`config.mk`:
```
export PLATFORM = sky130hd
export DESIGN_NAME = sop_domain_pipe
export DESIGN_NICKNAME = d
export VERILOG_FILES = /design/src/rtl/sop_pkg.sv /design/src/rtl/sop_lane_core.sv /design/src/rtl/sop_domain_pipe.sv
export SDC_FILE = /design/constraint.sdc
export NUM_CORES = 1
export LEC_CHECK = 0
export BUFFER_PORTS_ARGS = -buffer_cell sky130_fd_sc_hd__buf_2
export CELL_PAD_IN_SITES_DETAIL_PLACEMENT = 1
export CELL_PAD_IN_SITES_GLOBAL_PLACEMENT = 1
export CORE_UTILIZATION = 35
export CTS_BUF_LIST = sky130_fd_sc_hd__clkbuf_8 sky130_fd_sc_hd__clkbuf_16
export DETAILED_ROUTE_END_ITERATION = 8
export PLACE_DENSITY_LB_ADDON = 0.1
export RECOVER_POWER = 25
export SYNTH_ARGS = -nofsm -noshare
export SYNTH_HDL_FRONTEND = slang
export SYNTH_SLANG_ARGS = --single-unit
export TNS_END_PERCENT = 10
```
`constraint.sdc`:
```
create_clock -name clk -period 1.75 [get_ports clk]
set_input_delay 0.175 -clock clk [delete_from_list [all_inputs] [get_ports clk]]
set_output_delay 0.175 -clock clk [all_outputs]
set_load 0.005 [all_outputs]
```
`src/rtl/sop_pkg.sv`:
```
// Monomial index map and pair/triple tables shared by the SOP pipeline.
// Index order: a,b,c,d, ab,ac,ad,bc,bd,cd, abc,abd,acd,bcd, abcd.
package sop_pkg;
   localparam int SOP_W = 15;
   localparam int N_LO  = 10;
   localparam int N_HI  = 5;

   localparam int IDX_A    = 0;
   localparam int IDX_B    = 1;
   localparam int IDX_C    = 2;
   localparam int IDX_D    = 3;
   localparam int IDX_AB   = 4;
   localparam int IDX_AC   = 5;
   localparam int IDX_AD   = 6;
   localparam int IDX_BC   = 7;
   localparam int IDX_BD   = 8;
   localparam int IDX_CD   = 9;
   localparam int IDX_ABC  = 10;
   localparam int IDX_ABD  = 11;
   localparam int IDX_ACD  = 12;
   localparam int IDX_BCD  = 13;
   localparam int IDX_ABCD = 14;

   localparam int PAIR_I   [6] = '{0, 0, 0, 1, 1, 2};
   localparam int PAIR_J   [6] = '{1, 2, 3, 2, 3, 3};
   localparam int PAIR_IDX [6] = '{IDX_AB, IDX_AC, IDX_AD, IDX_BC, IDX_BD, IDX_CD};

   localparam int TRIP_I   [4] = '{0, 0, 0, 1};
   localparam int TRIP_J   [4] = '{1, 1, 2, 2};
   localparam int TRIP_K   [4] = '{2, 3, 3, 3};
   localparam int TRIP_IDX [4] = '{IDX_ABC, IDX_ABD, IDX_ACD, IDX_BCD};

   function automatic int pair_idx(int i, int j);
      int idx;
      idx = IDX_AB;
      for (int p = 0; p < 6; p++) begin
         if ((PAIR_I[p] == i && PAIR_J[p] == j) || (PAIR_I[p] == j && PAIR_J[p] == i)) begin
            idx = PAIR_IDX[p];
         end
      end
      return idx;
   endfunction
endpackage

```
`src/rtl/sop_lane_core.sv`:
```
// Combinational per-lane SOP: degree-1/2 terms from g/h, degree-3/4 terms from
// g/h plus the already-registered degree-2 results in y_lo.
module sop_lane_core
   import sop_pkg::*;
(
   input  logic [SOP_W-1:0] g,
   input  logic [SOP_W-1:0] h,
   input  logic [N_LO-1:0]  y_lo,
   output logic [N_LO-1:0]  y_lo_d,
   output logic [N_HI-1:0]  y_hi
);
   logic [3:0] y3;
   logic       unused_bits;

   always_comb begin
      y_lo_d = '0;
      y_lo_d[IDX_D:IDX_A] = g[IDX_D:IDX_A];
      for (int p = 0; p < 6; p++) begin
         y_lo_d[PAIR_IDX[p]] = g[PAIR_IDX[p]]
                             ^ (g[PAIR_I[p]] & h[PAIR_J[p]])
                             ^ (g[PAIR_J[p]] & h[PAIR_I[p]]);
      end
   end

   // y3[t] follows TRIP_IDX order (abc, abd, acd, bcd); abcd reuses bcd/acd.
   always_comb begin
      y3 = '0;
      for (int t = 0; t < 4; t++) begin
         y3[t] = (y_lo[pair_idx(TRIP_I[t], TRIP_J[t])] & h[TRIP_K[t]])
               ^ g[TRIP_IDX[t]]
               ^ (g[pair_idx(TRIP_I[t], TRIP_K[t])] & h[TRIP_J[t]])
               ^ (g[pair_idx(TRIP_J[t], TRIP_K[t])] & h[TRIP_I[t]])
               ^ (g[TRIP_K[t]] & h[pair_idx(TRIP_I[t], TRIP_J[t])]);
      end
      y_hi = {(y3[3] & h[IDX_A]) ^ (y3[2] & h[IDX_B]) ^ (y_lo[IDX_CD] & h[IDX_AB])
              ^ (g[IDX_ABD] & h[IDX_C]) ^ (g[IDX_ABC] & h[IDX_D])
              ^ (g[IDX_AB] & h[IDX_CD]) ^ g[IDX_ABCD],
              y3};
   end

   assign unused_bits = ^{h[IDX_AD], h[IDX_BD], h[SOP_W-1:IDX_ABC],
                          y_lo[IDX_D:IDX_A], y_lo[IDX_AD], y_lo[IDX_BD]};
endmodule

```
`src/rtl/sop_domain_pipe.sv`:
```
// Two-stage registered per-domain sum-of-products with valid/ready back-pressure.
// Optional output refresh with port rnd when SOP_REFRESH_EN is defined.
module sop_domain_pipe #(
   parameter int LANES = 1,
   parameter int SOP_W = 15
) (
   input  logic                   clk,
   input  logic                   rst_n,
   input  logic                   in_valid,
   output logic                   in_ready,
   input  logic [LANES*SOP_W-1:0] gi,
   input  logic [LANES*SOP_W-1:0] hi,
`ifdef SOP_REFRESH_EN
   input  logic [LANES*SOP_W-1:0] rnd,
`endif
   output logic                   out_valid,
   input  logic                   out_ready,
   output logic [LANES*SOP_W-1:0] out_share
);
   import sop_pkg::*;

   localparam int LW = LANES * SOP_W;
   localparam int YW = LANES * N_LO;
   localparam int HW = LANES * N_HI;

   logic          s1_v_q, s1_v_d;
   logic          out_valid_q, out_valid_d;
   logic [LW-1:0] g_q, g_d, h_q, h_d;
   logic [YW-1:0] ylo_q, ylo_d;
   logic [LW-1:0] out_share_q, out_share_d;
   logic [YW-1:0] ylo_a;
   logic [HW-1:0] yhi_b;
   logic [LW-1:0] sop_b, sop_out;
   logic [HW-1:0] unused_hi_a;
   logic [YW-1:0] unused_lo_b;
   logic          ld_a, ld_b;

   for (genvar l = 0; l < LANES; l++) begin : g_lane
      sop_lane_core u_core_a (
         .g      (gi[l*SOP_W +: SOP_W]),
         .h      (hi[l*SOP_W +: SOP_W]),
         .y_lo   ({N_LO{1'b0}}),
         .y_lo_d (ylo_a[l*N_LO +: N_LO]),
         .y_hi   (unused_hi_a[l*N_HI +: N_HI])
      );
      sop_lane_core u_core_b (
         .g      (g_q[l*SOP_W +: SOP_W]),
         .h      (h_q[l*SOP_W +: SOP_W]),
         .y_lo   (ylo_q[l*N_LO +: N_LO]),
         .y_lo_d (unused_lo_b[l*N_LO +: N_LO]),
         .y_hi   (yhi_b[l*N_HI +: N_HI])
      );
      assign sop_b[l*SOP_W +: SOP_W] = {yhi_b[l*N_HI +: N_HI], ylo_q[l*N_LO +: N_LO]};
   end

`ifdef SOP_REFRESH_EN
   // Linear terms stay unmasked; the partner domain applies the same rnd.
   localparam logic [SOP_W-1:0] REFRESH_MASK = 15'h7FF0;
   assign sop_out = sop_b ^ (rnd & {LANES{REFRESH_MASK}});
`else
   assign sop_out = sop_b;
`endif

   always_comb begin
      ld_b        = s1_v_q && (!out_valid_q || out_ready);
      in_ready    = !s1_v_q || ld_b;
      ld_a        = in_valid && in_ready;
      s1_v_d      = s1_v_q;
      out_valid_d = out_valid_q;
      g_d         = g_q;
      h_d         = h_q;
      ylo_d       = ylo_q;
      out_share_d = out_share_q;
      if (ld_a) begin
         s1_v_d = 1'b1;
         g_d    = gi;
         h_d    = hi;
         ylo_d  = ylo_a;
      end else if (ld_b) begin
         s1_v_d = 1'b0;
      end
      if (ld_b) begin
         out_valid_d = 1'b1;
         out_share_d = sop_out;
      end else if (out_ready) begin
         out_valid_d = 1'b0;
      end
   end

   always_ff @(posedge clk or negedge rst_n) begin
      if (!rst_n) begin
         s1_v_q      <= 1'b0;
         out_valid_q <= 1'b0;
         g_q         <= '0;
         h_q         <= '0;
         ylo_q       <= '0;
         out_share_q <= '0;
      end else begin
         s1_v_q      <= s1_v_d;
         out_valid_q <= out_valid_d;
         g_q         <= g_d;
         h_q         <= h_d;
         ylo_q       <= ylo_d;
         out_share_q <= out_share_d;
      end
   end

   assign out_valid = out_valid_q;
   assign out_share = out_share_q;
endmodule

```
==> flow_summary.ini, run 1 <==
[floorplanning]
rows = 28
fp.dieH_um = 80.1
start_util = 0.363
dieArea_sq_um = 6420
ios = 51
core_sq_um = 5890
chipWidth_um = 80.1

[sta]
relSlewSlack = 0.237
rsz0062_at_grt = yes
setup_violations = 0
setup_tns_ps = 0
min_period_ps = 1700
fin_crit_sh = 0.970
skew_ps = 3.58
slew_viol_final = 0
hold_viol = 0
max_freq_ghz = 0.589
worst_pin_slew_ps = 1140

[clock_tree]
cts_setup_buffers = 0
path_clk_slew_ps = 80
htreeDepth = 2
cts_sinks = 46
cts_buffer_depth = 2
insertion_delay_ps = 290
cts_tree = done
cts_made_buffers = 5
cts-root-buf = clkbuf_8

[synth]
syn_inst = 174
synth-seq-cells = 46
synth_top_area_cell = dfrtp_1
synth_area_per_cell_sq_um = 12.3
netlist_top_cells_area = dfrtp_1 (54%), mux2_2 (18%), nand2_1 (7.9%), xnor2_1 (6.6%), xor2_1 (4.5%)
synthesis.nets = 208
yosysSeqAreaShare = 0.539
yosys_warnings = 0
synth.top_cell.area_share = 0.539
synthDistinctLibCells = 14
netlist_area_sq_um = 2130

[routing]
vias = 1410
routedWlPerCell_um = 14.9
via_per_inst = 4.62
totalWireLength_um = 4530
drc = 0
antenna_left = 0
first_pass_iters = 4
drtIter0Drc = 40

[setup_path]
worst-endpoint-required_ps = 1970
endpoint_kind = register
path_class = reg2reg
slowest_stage = xnor3_1
critPathTopFamily = XOR/XNOR gates
crit_buf_inv = 0
cp_max_fo = 2
worst_path_largest_cell_delay_ps = 420
start_kind = register
arrival_ps = 1920
crit_chain = nand2_1, xnor3_1, xnor2_2, nand2_1, xnor3_1, o21ai_2

[finish]
nets = 263
final_common_cell = dfrtp_1
syn2layout_area_growth_pct = 23.0
antennaDiodeCount = 0
final_cell_mix = dfrtp_1 (46), nand2_1 (45), buf_2 (43)
fillers = 672
drive_gt1_frac = 0.417
multi_input_area_sq_um = 977
seqCellArea_sq_um = 1150
finish.utilization = 0.446

[outcome]
status = finished clean

[global_route]
grt_pass1_wl_um = 7580
grt_max_degree = 47
gr-total-overflow = 0
grt_pass1_vias = 1512
grt_use_total = 0.159
antenna_found_initial = 0

[pwr]
irDropWorstVdd_mv = 0.431
power_density_nw_per_um2 = 1200
leakagePower_nw = 1.22

[place]
gp_congestion = 0.766
portBuffers = 43
dpl.hpwl_um = 3490

[flow_run]
max-cap-violations = 0

[worst_hold_path]
hp-class = in2reg
## synthesized netlist by cell type
cell type and n:
nand2_1 45, buf_2 2, mux2_2 34, nand2b_1 3, nand3b_1 1, dfrtp_1 46, xor2_4 1, xor2_1 11
mux2_1 1, clkbuf_1 2, o21ai_0 8, o21ai_1 1, xnor3_1 3, xnor2_1 16
## path summary, 6_finish.rpt
path | slack [ps] | endpoint | cells past startpoint | start
max | 50 | out_share[14] | 6 | h_q[2]
min | 90 | s1_v_q | 2 | in_valid
max reg2reg | 50 | out_share[14] | 6 | h_q[2]
min reg2reg | 490 | ylo_q[8] | 2 | ylo_q[8]
max in group asynchronous | 340 | out_share[7] | 3 | rst_n
min in group asynchronous | 720 | g_q[10] | 3 | rst_n
## metrics by stage
stage          setup WS (ps)  hold slack (ps)  area [sq um]  cells  total power [W]
2_1_floorplan            151             -121          2130    174          0.00203
3_3_place_gp            66.8              176          2510    296          0.00237
3_5_place_dp            58.6              178          2510    296          0.00241
4_1_cts                 19.4             87.1          2630    305          0.00320
5_1_grt                -92.4             98.9          2630    305          0.00338
6_report                53.3             92.0          2630    305          0.00315
## cell families after synthesis
| logic type | share of synthesized area |
|---|---|
| mux | 0.185 |
| flops | 0.539 |
| simple gates | 0.0914 |
| compound gates | 0.0211 |
| buf+inv | 0.00821 |
| xor+xnor | 0.155 |
## power breakdown
part / leakage (nW) / internal, W / total (W) / switching, W
Combinational: 0.614 / 0.000547 / 0.000953 / 0.000405
Clock: 0.0579 / 0.000420 / 0.000762 / 0.000342
Sequential: 0.544 / 0.00130 / 0.00144 / 0.000142
Total: 1.22 / 0.00226 / 0.00315 / 0.000889
## state kept, by name, indices dropped and copies added, names as in the netlist
signal     flops
out_share     15
s1_v_q         1
ylo_q          6
g_q           15
h_q            8
out_valid      1
## what timing repair did
action / 4_1_cts / 5_1_grt
endpoints found under the hold margin: 46 / 0
hold buffers: 1 / 0
setup endpoints to repair: 0 / 1
resized for setup: 0 / 2
## layer usage
| metal | track usage | part of all wire | vias to the layer above |
|---|---|---|---|
| met1 | 0.209 | 0.45 | 694 |
| met5 | 0 | 0 | - |
| met3 | 0.0375 | 0.041 | 5 |
| met4 | 0.0482 | 0.013 | 0 |
| met2 | 0.259 | 0.50 | 33 |
| li1 | - | - | 678 |
## worst register-to-register path, stage by stage, from the launching register on
cell and delay (ps):
dfrtp_1 390, nand2_1 70, xnor3_1 420, xnor2_2 180, nand2_1 70, xnor3_1 380
o21ai_2 120
## area by class of cell
cell class / count / share of cell area
clock buffer: 5 / 0.0262
timing repair buffer: 52 / 0.112
multi-input combinational: 124 / 0.372
tap: 75 / 0.0357
sequential: 46 / 0.438
clock inverter: 3 / 0.0152
Note: power is estimated with default switching activity, not from simulation.
==> run 2, diff against run 1 <==
ABC_AREA = 1   (was not set)
SKIP_CTS_REPAIR_TIMING = 1   (was not set)
==> run 2 against run 1 <==
  * Setup slack improved by 230 ps
  * Global-route usage increased by 2.1 points
  * Non-clock buffer count decreased by 5
  * Clock power decreased by 10%
  * Cell count increased by 26%
  * Critical endpoint unchanged
  * Synthesized cell count increased by 50%
  * Critical path type unchanged
  * Combinational power decreased by 1%
==> flow_summary.ini, run 2 <==
[floorplanning]
core_sq_um = 6060
start_util = 0.371
chipWidth_um = 82.2
fp.dieH_um = 82.2
dieArea_sq_um = 6760
ios = 51
rows = 28

[clock_tree]
cts-root-buf = clkbuf_8
cts_tree = done
cts_buffer_depth = 2
htreeDepth = 2
insertion_delay_ps = 300
cts_made_buffers = 5
path_clk_slew_ps = 90
cts_sinks = 46

[pwr]
power_density_nw_per_um2 = 1170
switching_share = 0.340
irDropWorstVdd_mv = 0.584
seqPwrFrac = 0.477
clockPowerShare = 0.220
total_power_w = 0.00311
p_comb_frac = 0.303
p_int_w = 0.00205
leakagePower_nw = 1.40
p_sw_w = 0.00106

[sta]
slew_viol_final = 0
hold_viol = 0
fin_crit_sh = 0.838
setup_tns_ps = 0
setup_ws_ps = 284
worst_pin_slew_ps = 1050
relSlewSlack = 0.298
min_period_ps = 1470
fin_hold_ws_ps = 103
setup_violations = 0
rsz0062_at_grt = no
skew_ps = 5.36
max_freq_ghz = 0.682

[finish]
finalInstanceArea_sq_um = 2670
final_common_cell = nand2_1
nets = 342
drive_gt1_frac = 0.252
antennaDiodeCount = 0
final_cell_mix = nand2_1 (102), dfrtp_1 (45), buf_2 (44)
syn2layout_area_growth_pct = 18.4

[setup_path]
endpoint_kind = register
start_kind = register
worst-endpoint-required_ps = 1940
arrival_ps = 1660
path_class = reg2reg
cp_max_fo = 6

[synth]
async_flop_share = 1.00
yosysSeqAreaShare = 0.511
synthesis.nets = 295
synth_area_per_cell_sq_um = 8.62
synth-seq-cells = 46
netlist_top_cells_area = dfrtp_1 (51%), nand2_1 (17%), xor2_1 (6.6%), mux2_2 (6.0%), nand3_1 (3.6%)
synthDistinctLibCells = 17
yosys_warnings = 0
synth_edf_count = 0
synth.top_cell.area_share = 0.511
ys.flop_type = dfrtp_1
synth_top_area_cell = dfrtp_1
netlist_area_sq_um = 2250
syn_inst = 261
synth.most_common_cell = nand2_1
synth_common_cells = nand2_1 (102), dfrtp_1 (46), inv_1 (19)

[place]
dpl.hpwl_um = 3870
dp_slack_ps = 205
placed_cell_area_sq_um = 2570
gp_congestion = 0.787
portBuffers = 43

[outcome]
status = finished clean

[flow_run]
max-cap-violations = 0

[routing]
drc = 0
via_per_inst = 4.69
routedWlPerCell_um = 13.5
drtIter0Drc = 52
top_layer = met4
totalWireLength_um = 5180
antenna_left = 0
vias = 1801
met3WireLength_um = 172
wl_met2_um = 2610
wl_met1_um = 2340
first_pass_iters = 4

[global_route]
antenna_found_initial = 0
grt_use_total = 0.180
grt_pass1_wl_um = 8980
grt_max_degree = 48
grt_pass1_vias = 1891
gr-total-overflow = 0

[worst_hold_path]
hp-class = in2reg
## run 2: path summary, 6_finish.rpt
check	startpoint	slack [ps]	depth (start not counted)	endpoint
worst max-delay path	h_q[3]	280	11	out_share[14]
worst min-delay path	hi[4]	100	2	h_q[4]
worst max register to register	h_q[3]	280	11	out_share[14]
worst min register to register	out_share[5]	480	2	out_share[5]
max in group asynchronous	rst_n	350	3	g_q[3]
min in group asynchronous	rst_n	690	3	out_share[0]
## run 2: power by group through the flow
stage	sequential, W	clock, W	combinational [W]
2_1_floorplan	0.00148	0	0.000607
3_3_place_gp	0.00150	0	0.000930
3_5_place_dp	0.00151	0	0.000967
4_1_cts	0.00149	0.000719	0.000975
5_1_grt	0.00152	0.000754	0.00111
6_report	0.00148	0.000685	0.000942
## run 2: kinds of logic after synthesis
kind of cell / after synthesis / share of synthesized area
buffers and inverters: 26 / 0.0467
muxes: 12 / 0.0600
and+or+nand+nor: 136 / 0.251
xor gates and xnor gates: 22 / 0.0889
DFF: 46 / 0.511
AOI/OAI and AO/OA: 19 / 0.0422
## run 2: layer usage
metal	GRT usage	up-vias
met5	0	-
met4	0.0526	0
met3	0.0330	5
met2	0.314	30
met1	0.227	859
li1	-	907
## run 2: area by class of cell
class	count	area, sq um
fill	772	3400
timing repair buffer	47	258
sequential	46	1150
tap	75	93.8
multi-input combinational	189	995
clock inverter	2	12.5
inverter	19	71.3
clock buffer	6	82.6
## run 2: critical path: stages (launching register included)
cell     delay (ps)
dfrtp_1         470
nand2_1         130
xnor2_2         160
inv_1            80
nand2_2          70
nand2_1          90
nor2_2           90
nand2_1          70
nand2_1          60
nand2_1          50
nand3_1          60
nand2_1          50
## run 2: through the flow
step / utilization / instances
after floorplan: - / 261
after global placement: 0.425 / 375
after detailed placement: 0.425 / 375
after CTS: 0.440 / 383
after global routing: 0.440 / 384
final: 0.440 / 384
==> run 3, diff against run 2 <==
clock period = 1.5 ns   (was 1.75 ns; I/O delays follow)
==> run 3 against run 2 <==
  * Global-route usage shrank 0.95 points
  * Non-clock buffer count grew 4
  * Largest power group unchanged
  * Clock skew shrank 1.1 ps
  * Critical path depth shrank 4
  * Highest routed layer unchanged
  * Combinational power grew 21%
  * Flip-flop and latch count is the same
  * Cell area grew 2.9%
  * Sequential share of layout area shrank 1.1 points
==> flow_summary.ini, run 3 (same netlist as run 2, synthesis figures left out) <==
[outcome]
status = finished clean

[floorplanning]
core_sq_um = 6060
fp.dieH_um = 82.2
dieArea_sq_um = 6760
chipWidth_um = 82.2
start_util = 0.371
ios = 51
rows = 28

[place]
portBuffers = 43
dp_cells = 378
dp_slack_ps = 63.1
gp_congestion = 0.741
dpl.hpwl_um = 3700

[sta]
setup_violations = 0
setup_ws_ps = 67.0
relSlewSlack = 0.577
hold_viol = 0
rsz0062_at_grt = yes
skew_ps = 4.24
worst_pin_slew_ps = 634
slew_viol_final = 0
fin_hold_ws_ps = 69.4
fin_crit_sh = 0.955
max_freq_ghz = 0.698
setup_tns_ps = 0
min_period_ps = 1430

[routing]
first_pass_iters = 4
via_per_inst = 4.61
drtIter0Drc = 34
vias = 1787
totalWireLength_um = 5050
routedWlPerCell_um = 13.0
drc = 0
antenna_left = 0

[clock_tree]
cts-root-buf = clkbuf_8
cts_buffer_depth = 2
cts_tree = done
path_clk_slew_ps = 90
insertion_delay_ps = 300
cts_made_buffers = 5
cts_sinks = 46
htreeDepth = 2

[setup_path]
startpoint = g_q[3]
critPathTopFamily = flip-flops
cp_max_fo = 6
endpoint_kind = register
rr_startpoint = g_q[3]
reg2reg_to = out_share[11]
r2r_setup_slack_ps = 70
crit_buf_inv = 1
worst-endpoint-required_ps = 1700
slowest_stage = dfrtp_2
arrival_ps = 1640
reg2regPathDepth = 7
worst_path_most_repeated_cell = nand2_1
start_kind = register
path_class = reg2reg
crit_chain = buf_4, nand2_1, xor2_1, xor2_1, nand2_1, nand3_2, nand2_1
worst_path_largest_cell_delay_ps = 470

[global_route]
grt_pass1_vias = 1836
grt_use_total = 0.171
grt_pass1_wl_um = 8550
grt_max_degree = 48
gr-total-overflow = 0
antenna_found_initial = 0

[finish]
drive_gt1_frac = 0.288
seqCellArea_sq_um = 1150
nets = 346
syn2layout_area_growth_pct = 21.8
fillers = 756
antennaDiodeCount = 0
final_common_cell = nand2_1
multi_input_area_sq_um = 1020
final_cell_mix = nand2_1 (99), dfrtp_1 (43), buf_2 (43)
instances_no_fill = 388

[pwr]
total_power_w = 0.00379
leakagePower_nw = 1.44
irDropWorstVdd_mv = 0.491
power_density_nw_per_um2 = 1380

[worst_hold_path]
hold_start = hi[4]
hp-class = in2reg
hold_depth = 2
worstHoldEndpoint = h_q[4]

[flow_run]
max-cap-violations = 0
==> run 3: how the worst max path moves through the flow <==
stage	slack, ps	depth (start not counted)	to
floorplan	260	12	out_share[14]
global placement	100	11	out_share[14]
detailed placement	60	11	out_share[14]
CTS	40	11	out_share[14]
global route	-60	12	out_share[14]
finish	70	7	out_share[11]
==> run 3: final cells by class <==
class,instances,area share
repair buffers,51,0.106
clock buffers,5,0.0251
inverters,19,0.0260
multi-input cells,189,0.373
well taps,75,0.0342
flip-flops and latches,46,0.421
clock inverters,3,0.0151
==> run 3: layer usage <==
metal | wire [um] | global-route usage
met1 | 2410 | 0.212
met2 | 2360 | 0.288
met3 | 160 | 0.0330
met4 | 116 | 0.0737
met5 | 0 | 0
==> run 3: stage by stage <==
stage,area (sq um),utilization
2_1_floorplan,2250,-
3_3_place_gp,2600,0.428
3_5_place_dp,2600,0.428
4_1_cts,2710,0.447
5_1_grt,2740,0.453
6_report,2740,0.453
==> run 3: where the power goes <==
group / switching, W / internal, W / total, W
registers: 0.000191 / 0.00153 / 0.00172
logic: 0.000623 / 0.000519 / 0.00114
clock network: 0.000435 / 0.000491 / 0.000925
